**config.mk**
```make
export PLATFORM = sky130hd
export DESIGN_NAME = imm_instr_encoder
export DESIGN_NICKNAME = d
export VERILOG_FILES = /design/src/rtl/imm_instr_encoder.sv
export SDC_FILE = /design/constraint.sdc
export NUM_CORES = 1
export LEC_CHECK = 0
export ABC_AREA = 1
export CAP_MARGIN = 10
export CORE_AREA = 4 4 169 171
export DETAILED_ROUTE_END_ITERATION = 16
export DIE_AREA = 0 0 173 175
export HOLD_SLACK_MARGIN = 0.12
export PLACE_DENSITY = 0.49
export REMOVE_ABC_BUFFERS = 1
export SKIP_LAST_GASP = 1
export SLEW_MARGIN = 20
export SYNTH_ARGS = -nofsm -noshare
export SYNTH_HDL_FRONTEND = slang
export SYNTH_SLANG_ARGS = --single-unit
export TNS_END_PERCENT = 30
```
**constraint.sdc**
```tcl
create_clock -name i_clk -period 5.6 [get_ports i_clk]
set_clock_uncertainty 0.05 [all_clocks]
set_input_delay 1.12 -clock i_clk [delete_from_list [all_inputs] [get_ports i_clk]]
set_output_delay 1.12 -clock i_clk [all_outputs]
set_load 0.02 [all_outputs]
```
**src/rtl/imm_instr_encoder.sv**
```systemverilog
// RV32I immediate encoder: packs fields plus a signed immediate into I/S/B/J words,
// range/alignment-checks each request and queues good words with sequential byte addresses.
module imm_instr_encoder #(
   parameter int          FIFO_DEPTH = 2,
   parameter logic [31:0] BASE_ADDR  = 32'h0000_0000,
   parameter int          CNT_W      = 8
) (
   input  logic             i_clk,
   input  logic             i_rst_n,
   input  logic             i_clr,
   input  logic             i_enc_valid,
   output logic             o_enc_ready,
   input  logic [1:0]       i_enc_ImmSrc,
   input  logic [6:0]       i_enc_op,
   input  logic [4:0]       i_enc_rd,
   input  logic [2:0]       i_enc_funct3,
   input  logic [4:0]       i_enc_rs1,
   input  logic [4:0]       i_enc_rs2,
   input  logic [31:0]      i_enc_imm,
   output logic             o_out_valid,
   input  logic             i_out_ready,
   output logic [31:0]      o_out_instr,
   output logic [31:0]      o_out_addr,
   output logic             o_err,
   output logic [1:0]       o_err_code,
   output logic [CNT_W-1:0] o_err_cnt
);

   localparam int PTR_W = $clog2(FIFO_DEPTH);
   localparam logic [PTR_W:0] FULL_CNT = (PTR_W + 1)'(FIFO_DEPTH);

   typedef enum logic [1:0] {FMT_I = 2'b00, FMT_S = 2'b01, FMT_B = 2'b10, FMT_J = 2'b11} fmt_e;

   typedef struct packed {
      logic [31:0] instr;
      logic [31:0] addr;
   } entry_t;

   entry_t            mem [FIFO_DEPTH];
   entry_t            head;
   logic [PTR_W-1:0]  wr_ptr, rd_ptr;
   logic [PTR_W:0]    count;
   logic [31:0]       next_addr;

   fmt_e              fmt;
   logic [31:0]       instr;
   logic signed [31:0] imm_s;
   logic              range_bad, align_bad;
   logic              accept, push, pop, reject;

   // Field packing is the exact inverse of the datapath immediate extender.
   always_comb begin
      fmt        = fmt_e'(i_enc_ImmSrc);
      imm_s      = $signed(i_enc_imm);
      instr      = '0;
      instr[6:0] = i_enc_op;
      range_bad  = 1'b0;
      align_bad  = 1'b0;
      case (fmt)
         FMT_I: begin
            instr[11:7]  = i_enc_rd;
            instr[14:12] = i_enc_funct3;
            instr[19:15] = i_enc_rs1;
            instr[31:20] = i_enc_imm[11:0];
            range_bad    = (imm_s < -32'sd2048) || (imm_s > 32'sd2047);
         end
         FMT_S: begin
            instr[11:7]  = i_enc_imm[4:0];
            instr[14:12] = i_enc_funct3;
            instr[19:15] = i_enc_rs1;
            instr[24:20] = i_enc_rs2;
            instr[31:25] = i_enc_imm[11:5];
            range_bad    = (imm_s < -32'sd2048) || (imm_s > 32'sd2047);
         end
         FMT_B: begin
            instr[7]     = i_enc_imm[11];
            instr[11:8]  = i_enc_imm[4:1];
            instr[14:12] = i_enc_funct3;
            instr[19:15] = i_enc_rs1;
            instr[24:20] = i_enc_rs2;
            instr[30:25] = i_enc_imm[10:5];
            instr[31]    = i_enc_imm[12];
            range_bad    = (imm_s < -32'sd4096) || (imm_s > 32'sd4094);
            align_bad    = i_enc_imm[0];
         end
         FMT_J: begin
            instr[11:7]  = i_enc_rd;
            instr[19:12] = i_enc_imm[19:12];
            instr[20]    = i_enc_imm[11];
            instr[30:21] = i_enc_imm[10:1];
            instr[31]    = i_enc_imm[20];
            range_bad    = (imm_s < -32'sd1048576) || (imm_s > 32'sd1048574);
            align_bad    = i_enc_imm[0];
         end
      endcase
   end

   assign o_enc_ready = (count != FULL_CNT);
   assign o_out_valid = (count != '0);
   assign accept      = i_enc_valid && o_enc_ready;
   assign reject      = accept && (range_bad || align_bad);
   assign push        = accept && !(range_bad || align_bad);
   assign pop         = o_out_valid && i_out_ready;

   assign head        = mem[rd_ptr];
   assign o_out_instr = o_out_valid ? head.instr : '0;
   assign o_out_addr  = o_out_valid ? head.addr  : '0;

   // NOTE: FIFO storage has no reset; entries are only observable through the occupancy
   // count, so the outputs are masked to zero while the FIFO is empty.
   always_ff @(posedge i_clk) begin
      if (push && !i_clr) mem[wr_ptr] <= '{instr: instr, addr: next_addr};
   end

   always_ff @(posedge i_clk or negedge i_rst_n) begin
      if (!i_rst_n) begin
         wr_ptr     <= '0;
         rd_ptr     <= '0;
         count      <= '0;
         next_addr  <= BASE_ADDR;
         o_err      <= 1'b0;
         o_err_code <= 2'b00;
         o_err_cnt  <= '0;
      end else if (i_clr) begin
         wr_ptr     <= '0;
         rd_ptr     <= '0;
         count      <= '0;
         next_addr  <= BASE_ADDR;
         o_err      <= 1'b0;
         o_err_code <= 2'b00;
         o_err_cnt  <= '0;
      end else begin
         if (push) begin
            wr_ptr    <= wr_ptr + {{(PTR_W-1){1'b0}}, 1'b1};
            next_addr <= next_addr + 32'd4;
         end
         if (pop) rd_ptr <= rd_ptr + {{(PTR_W-1){1'b0}}, 1'b1};
         case ({push, pop})
            2'b10:   count <= count + {{PTR_W{1'b0}}, 1'b1};
            2'b01:   count <= count - {{PTR_W{1'b0}}, 1'b1};
            default: count <= count;
         endcase
         o_err <= reject;
         if (reject) begin
            o_err_code <= {align_bad, range_bad};
            if (o_err_cnt != '1) o_err_cnt <= o_err_cnt + {{(CNT_W-1){1'b0}}, 1'b1};
         end
      end
   end

endmodule

```
# After elaboration in Yosys (flattened, before gate mapping)
# Memories as Yosys holds them, arrays and structs flattened.
# Cells that the tools add are included.
classes:
  magnitude_cmp: 6
  reduce_logical: 21
  add_sub_neg: 6
  eq_ne: 7
  muxes: 21
op_table:
  columns: ["op", "count"]
  rows:
  - ["two-way mux 32 bit", 4]
  - ["one-hot mux 25 bit (4 select lines)", 1]
  - ["adder 32 x 3 -> 32 bit, second input constant", 1]
  - ["greater-than comparator 32 x 12 -> 1 bit, second input constant", 1]
  - ["greater-than comparator 32 x 13 -> 1 bit, second input constant", 1]
  - ["greater-than comparator 32 x 21 -> 1 bit, second input constant", 1]
  - ["less-than comparator 32 x 12 -> 1 bit, second input constant", 1]
  - ["less-than comparator 32 x 13 -> 1 bit, second input constant", 1]
  - ["less-than comparator 32 x 21 -> 1 bit, second input constant", 1]
  - ["two-way mux 8 bit", 3]
  - ["nonzero test 2 bit", 5]
  - ["adder 8 x 1 -> 8 bit, second input constant", 1]
  - ["two-way mux 1 bit", 8]
  - ["!= test 8 bit, second input constant", 1]
  - ["== test 2 bit, second input constant", 3]
  - ["two-way mux 2 bit", 3]
  - ["logical AND 1 bit", 5]
  - ["== test 2 x 1 -> 1 bit, second input constant", 2]
  - ["logical OR 1 bit", 4]
  - ["one-hot mux 2 bit (2 select lines)", 1]
  - ["OR reduction 2 bit", 2]
  - ["one-hot mux 1 bit (3 select lines)", 1]
  - ["nonzero test 3 bit", 1]
  - ["adder 1 bit, second input constant", 2]
  - ["other kinds (6)", 7]
totals:
  in_bits: 64
  ram_bits: 128
  reg_bits: 47
  wordCells: 69
  mem_count: 1
  out_inout_bits: 77
mem_list:
  columns: ["memory", "words", "width", "rd", "rd_clocked_by_memory_dff", "write_ports", "line", "text"]
  rows:
  - ["mem", 2, 64, 1, 0, 1, "39", "entry_t mem [FIFO_DEPTH];"]

# Depth between registers and ports, before layout
# Gate-level depths: netlist of run 1.
depth:
  word_depth: 9
  ltp_mapped: 15
  depth_no_buf: 15

# Least setup slack after synthesis of run 1
# Ideal clock, no wire load.
synth_path:
  path_kind: "input -> register"
  startpoint: "in i_enc_imm[21]"
  endpoint: "mem mem[0][10] (netlist name) (enable)"
  setup_ns: 0.482
  arrival_time_ns: 4.704
  path_buffers: 0
  required_time_ns: 5.068
  cell_stages: 13
  setup_slack_ns: 0.363
  path_cell_list: "inv_1 > nand2_1 > nor2_1 > nand2_1 > nor2_1 > nand2_1 > nand3_1 > nand2_1 > nand3_4 > nand3_4 > inv_1 > nand2_1 > nor2_1"
synth_between:
  elab_chain_len: 9
  elab_cells_between_ends: 16
  cone_classes: "6 x order compare; 3 x mux; 7 x reduce/logical"
synth_rtl:
  columns: ["element", "line", "text"]
  rows:
  - ["from (decl)", "19", "input logic [31:0] i_enc_imm,"]
  - ["less-than comparator 32 x 21 -> 1 bit, or another cell as far along", "92", "range_bad = (imm_s < -32'sd1048576) || (imm_s > 32'sd1048574);"]
  - ["logical OR 1 bit, on equally long branches", null, null]
  - ["one-hot mux 1 bit (3 select lines) *", "59", "case (fmt)"]
  - ["logical OR 1 bit *", "102", "assign push = accept && !(range_bad || align_bad);"]
  - ["logical NOT 1 bit *", "102", null]
  - ["logical AND 1 bit *", "102", null]
  - ["logical AND 1 bit *", "112", "if (push && !i_clr) mem[wr_ptr] <= '{instr: instr, addr: next_addr};"]
  - ["two-way mux 1 bit *", "112", null]
  - ["two-way mux 1 bit (not written as such) *", "112", null]
  - ["to (decl)", "39", null]
# Every way passes the cells marked *; elsewhere a longest branch is shown, timed or not.

# Worst setup path in the final report of run 1
layout_path:
  startpoint: "reg rd_ptr"
  endpoint: "out o_out_addr[19]"
layout_between:
  elab_chain_len: 2
layout_rtl:
  columns: ["element", "line", "text"]
  rows:
  - ["from (decl)", "41", "logic [PTR_W-1:0] wr_ptr, rd_ptr;"]
  - ["from (signal assigned)", "137", "if (pop) rd_ptr <= rd_ptr + {{(PTR_W-1){1'b0}}, 1'b1};"]
  - ["memory read (2 x 64 bit)", null, null]
  - ["two-way mux 32 bit", "107", "assign o_out_addr = o_out_valid ? head.addr : '0;"]
  - ["to (decl)", "23", "output logic [31:0] o_out_addr,"]
# No other way between the ends.

==> results.toml, run 1 <==
[min_path]
min_from = "o_err_code[1]"
min_path_cells = 2
hold_class = "reg2reg"
holdPathEnd = "o_err_code[1]"

[detailed_routing]
ant_nets = 0
vias = 6355
first_pass_iters = 5
drc_errors = 0
wl_per_cell_microns = 16.4
vias_per_cell = 4.71
wirelength_microns = 22100
drtIter0Drc = 405

[logic_synthesis]
ys_types = 36
netlist_area_sq_um = 8060
avgSynthCellArea_sq_um = 9.37
ys_seq_area_share_pct = 60.2
synth_cells = 860
ys_warn_count = 0
ys_ff_latch = 169

[placed_design]
place_worst_setup_slack_ns = 1.22
place_inst = 1317
hpwlAfterDp_microns = 15100
gp_congestion = 0.896
portBuffers = 138

[power_and_ir_drop]
peakVddDrop_mv = 0.190
p_per_area_nw_per_um2 = 332
power_mw = 3.46
power_leakage_nw = 3.82

[critical_path]
worst-setup-path-type = "reg2out"
rr_endpoint = "mem[0][4]"
r2r-start = "count[0]"
startpoint = "rd_ptr"
worstSetupStartpointType = "flip-flop"
reg2regPathDepth = 9
reg2reg_slack_ns = 2.94
max_stage_delay_ns = 0.66
critPathTopFamily = "buffers and inverters"
cp.arrival_ns = 2.84
critPathCaptureType = "output pin"
critical_path_buf_inv_count = 3
worstPathRequired_ns = 4.43
crit_chain = "inv_2 -> buf_4 -> nand2_1 -> a21oi_1 -> clkdlybuf4s50_1"
critPathSlowestCell = "clkdlybuf4s50_1"
critPathMaxFanout = 39

[die]
die_h_microns = 175
fp.dieW_microns = 173
num_io_pins = 141
core_sq_um = 26900
dieArea_sq_um = 30300
num_rows = 60
initial_core_util_pct = 30.0

[global_routing]
grt_max_degree = 63
antenna_found_initial = 0
grt_pass1_vias = 6383
overflow = 0
grtUsageTotal_pct = 14.6
grt_pass1_wl_microns = 35500

[layout]
nNetsFinal = 1061
syn2layout_area_growth_pct = 29.4
layout_commonest_cell = "nand2_1"
diodes = 0
final-seq-area_sq_um = 4850
drive_above_1_share_pct = 6.45
final_cell_mix = "nand2_1, clkdlybuf4s50_1, edfxtp_1"
utilization_pct = 38.8
fin_cells = 1349
multi_input_area_sq_um = 2810
fill_cells = 2646

[clock_network]
clk_pin_slew_ns = 0.07
numCtsBuffers = 17
htree_levels = 4
post_cts_resized = 0
clock_latency_ns = 0.42
cts_hold_buf = 0
cts_tree = "done"
cts_setup_buffers = 0
numClockSinks = 169
cts_buffer_depth = 2
cts_root_buf = "clkbuf_16"

[sta]
slew_headroom_pct = 47.5
max_freq_ghz = 0.249
rsz0062_at_grt = "false"
worstMarginPinSlew_ns = 0.787
post-route-min-period_ns = 4.01
maxSlewViolCount = 0
timing.final.ws_setup_ns = 1.59
period_share_pct = 71.6
final_hold_viol_count = 0
finalSetupViolCount = 0
tns_ns = 0

[job]
drv_cap = 0

[status]
run_status = "finished, final reports clean"
-- tightest hold or removal path, stage by stage, from the launching register on --
cell,delay [ns]
dfrtp_1,0.34
nand3_1,0.08
o31ai_1,0.06
-- layer usage --
metal | global-route usage [%] | routed length (microns)
met1 | 19.8 | 10500
met2 | 23.5 | 10100
met3 | 3.20 | 1090
met4 | 4.86 | 399
met5 | 0 | 0
-- per-stage QoR --
step / hold WS (ns) / cell area (sq um)
after floorplan: 0.412 / 7910
after global placement: 0.453 / 9830
after detailed placement: 0.452 / 9830
after CTS: 0.468 / 10400
after global routing: 0.496 / 10400
final: 0.466 / 10400
-- final cells by class --
type / count / share of cell area [%]
Clock buffer: 18 / 4.12
Clock inverter: 14 / 1.60
Inverter: 73 / 2.65
Multi-Input combinational cell: 587 / 26.9
Sequential cell: 169 / 46.5
Tap cell: 341 / 4.09
Timing Repair Buffer: 147 / 14.1
-- power breakdown --
group          total (mW)  switching, mW  internal (mW)
clock network        1.18          0.512          0.668
registers            1.37         0.0161           1.35
logic               0.910          0.555          0.354
total                3.46           1.08           2.38
-- sequential cells by signal, summed over array words and instances (netlist names) --
| register | count |
|---|---|
| count | 2 |
| mem | 124 |
| next_addr | 30 |
| o_err | 1 |
| o_err_cnt | 8 |
| o_err_code | 2 |
| rd_ptr | 1 |
| wr_ptr | 1 |
-- synthesized netlist by cell type --
cell type  instances  area, sq um
a21oi_1           63          315
a221o_1            1         10.0
and2_1             1         6.26
buf_1              1         3.75
buf_2              2         10.0
buf_4              3         22.5
buf_6              2         22.5
clkbuf_1          24         90.1
conb_1             1         3.75
dfrtp_1           45         1130
edfxtp_1         124         3720
ha_1               2         25.0
inv_1             67          251
inv_2              5         18.8
inv_4              1         6.26
mux2i_1            1         10.0
nand2_1          284         1070
nand2_2            3         18.8
nand2_4            4         45.0
nand3_1           30          150
nand3_4            2         35.0
nand3b_1           1         7.51
nand4_1           25          156
nor2_1            57          214
nor2_2             2         12.5
nor2_4             2         22.5
nor3_1            22          110
nor3_2             1         10.0
nor3b_1            2         15.0
nor4_1             8         50.1
o211ai_1           1         7.51
o21ai_0           22          110
o21ai_1           12         60.1
o31ai_1           17          128
xnor2_1            4         35.0
xor2_1            18          158
-- worst max-delay path by stage --
stage	to	slack, ns	cells past startpoint
after floorplan	mem[0][10]	0.04	13
after global placement	mem[1][9]	1.29	14
after detailed placement	mem[0][9]	1.22	14
after CTS	o_out_addr[19]	1.51	5
after global routing	mem[0][63]	1.38	14
final	o_out_addr[19]	1.59	5
-- cell families (layout without fill, tap and decap cells) --
kind of cell	count (synthesis)	after routing	share of synthesized area, %
other	1	2	0.0465
and+or+nand+nor	444	444	23.8
adders and majority gates	2	2	0.311
muxes	1	1	0.124
xor gates and xnor gates	22	22	2.39
buffers and inverters	105	252	5.28
DFF	169	169	60.2
AOI/OAI and AO/OA	116	116	7.83
No activity file was read; power rests on OpenSTA's default activity.
==> run 2, diff against run 1 <==
==> constraint.sdc (replaced) <==
create_clock -name i_clk -period 4.2 [get_ports i_clk]
set_clock_uncertainty 0.05 [all_clocks]
set_input_delay 0.84 -clock i_clk [delete_from_list [all_inputs] [get_ports i_clk]]
set_output_delay 0.84 -clock i_clk [all_outputs]
set_load 0.02 [all_outputs]
==> run 2 against run 1 <==
Global-route usage increased by 0.055 points; largest power group unchanged; worst hold slack got worse by 0.0024 ns; critical path type unchanged; sequential share of layout area decreased by 0.30 points; register-to-register slack got worse by 0.98 ns.
==> results.toml, run 2 (synthesis gave the netlist of run 1 again) <==
[layout]
utilization_pct = 39.0
diodes = 0
final_cell_mix = "nand2_1, clkdlybuf4s50_1, edfxtp_1"
top_regs = "mem x124, next_addr x30, o_err_cnt x8"
nNetsFinal = 1065
syn2layout_area_growth_pct = 30.3
fill_cells = 2671
drive_above_1_share_pct = 6.92
layout_commonest_cell = "nand2_1"
largest_reg_flops = 124
top_register = "mem"

[sta]
max_freq_ghz = 0.300
finalSetupViolCount = 0
period_share_pct = 79.3
worstMarginPinSlew_ns = 0.825
timing.final.ws_setup_ns = 0.870
rsz0062_at_grt = "false"
slew_headroom_pct = 45.0
maxSlewViolCount = 0
post-route-min-period_ns = 3.33
final_hold_viol_count = 0

[clock_network]
cts_buffer_depth = 2
clk_pin_slew_ns = 0.07
cts_root_buf = "clkbuf_16"
post_cts_resized = 0
htree_levels = 4
cts_tree = "done"
cts_hold_buf = 0
numCtsBuffers = 17
cts_setup_buffers = 0
numClockSinks = 169
clock_latency_ns = 0.43

[placed_design]
hpwlAfterDp_microns = 15200
portBuffers = 138
gp_congestion = 0.869
place_worst_setup_slack_ns = 0.604

[critical_path]
max_stage_delay_ns = 0.61
critPathTopFamily = "buffers and inverters"
cp.arrival_ns = 2.44
critPathCaptureType = "output pin"
worst-setup-path-type = "reg2out"
critical_path_buf_inv_count = 2
crit_chain = "nor2_4 -> buf_12 -> a21oi_1 -> clkdlybuf4s50_1"
crit_cells = 4
critPathSlowestCell = "clkdlybuf4s50_1"
reg2regPathDepth = 6
worstPathRequired_ns = 3.31
worstSetupStartpointType = "flip-flop"
reg2reg_slack_ns = 1.96
critPathMaxFanout = 44

[detailed_routing]
wl_per_cell_microns = 16.1
drtIter0Drc = 290
ant_nets = 0
vias_per_cell = 4.64
vias = 6272
wirelength_microns = 21800
first_pass_iters = 4
drc_errors = 0

[power_and_ir_drop]
p_per_area_nw_per_um2 = 443
peakVddDrop_mv = 0.207
power_leakage_nw = 3.86

[global_routing]
grt_max_degree = 63
grt_pass1_vias = 6266
antenna_found_initial = 0
overflow = 0
grt_pass1_wl_microns = 35400
grtUsageTotal_pct = 14.7

[min_path]
hold_class = "in2async"

[status]
run_status = "finished, final reports clean"

[die]
num_rows = 60
fp.dieW_microns = 173
num_io_pins = 141
die_h_microns = 175
core_sq_um = 26900
initial_core_util_pct = 30.0
dieArea_sq_um = 30300

[job]
drv_cap = 0
-- run 2: cell types whose count changed in the layout (fill, tap and decap cells not counted), moves of 2 or more --
cell / before / now
clkinv_8: 1 / 3
inv_8: 0 / 5
clkinv_4: 4 / 2
buf_4: 7 / 9
inv_6: 4 / 2
buf_12: 2 / 4
-- run 2: area by class of cell --
cell class | count | area, sq um | share of cell area [%]
Clock buffer | 17 | 425 | 4.05
Clock inverter | 15 | 183 | 1.74
Inverter | 73 | 277 | 2.64
Multi-Input combinational cell | 587 | 2810 | 26.8
Sequential cell | 169 | 4850 | 46.2
Tap cell | 341 | 427 | 4.07
Timing Repair Buffer | 151 | 1520 | 14.5
-- run 2: path summary, 6_finish.rpt --
| check | endpoint | startpoint |
|---|---|---|
| worst max register to register | next_addr[24] | next_addr[2] |
| max in group asynchronous | rd_ptr | i_rst_n |
| min in group i_clk | mem[1][4] | next_addr[4] |
| worst max-delay path | o_out_instr[27] | count[0] |
| worst min register to register | mem[1][4] | next_addr[4] |
| worst min-delay path | next_addr[26] | i_rst_n |
-- run 2: power breakdown --
group | internal [mW] | switching, mW
sequential | 1.80 | 0.0217
combinational | 0.491 | 0.746
clock | 0.856 | 0.733
total | 3.15 | 1.50
-- run 2: metrics by stage --
step / std cells / hold WS (ns) / instance area [sq um] / setup TNS [ns] / power [mW]
after global routing: 1353 / 0.485 / 10500 / 0 / 4.88
after CTS: 1353 / 0.470 / 10500 / 0 / 4.73
after detailed placement: 1321 / 0.453 / 9890 / 0 / 3.13
after global placement: 1321 / 0.438 / 9890 / 0 / 3.13
final: 1353 / 0.464 / 10500 / 0 / 4.65
after floorplan: 829 / 0.412 / 7910 / -134.30 / 2.46
-- run 2: layer usage --
metal / vias up / track usage, % / part of all wire, %
li1: 3185 / - / -
met1: 2945 / 20.9 / 49
met2: 125 / 22.9 / 46
met3: 17 / 2.77 / 3.4
met4: 0 / 4.46 / 1.6
met5: - / 0 / 0
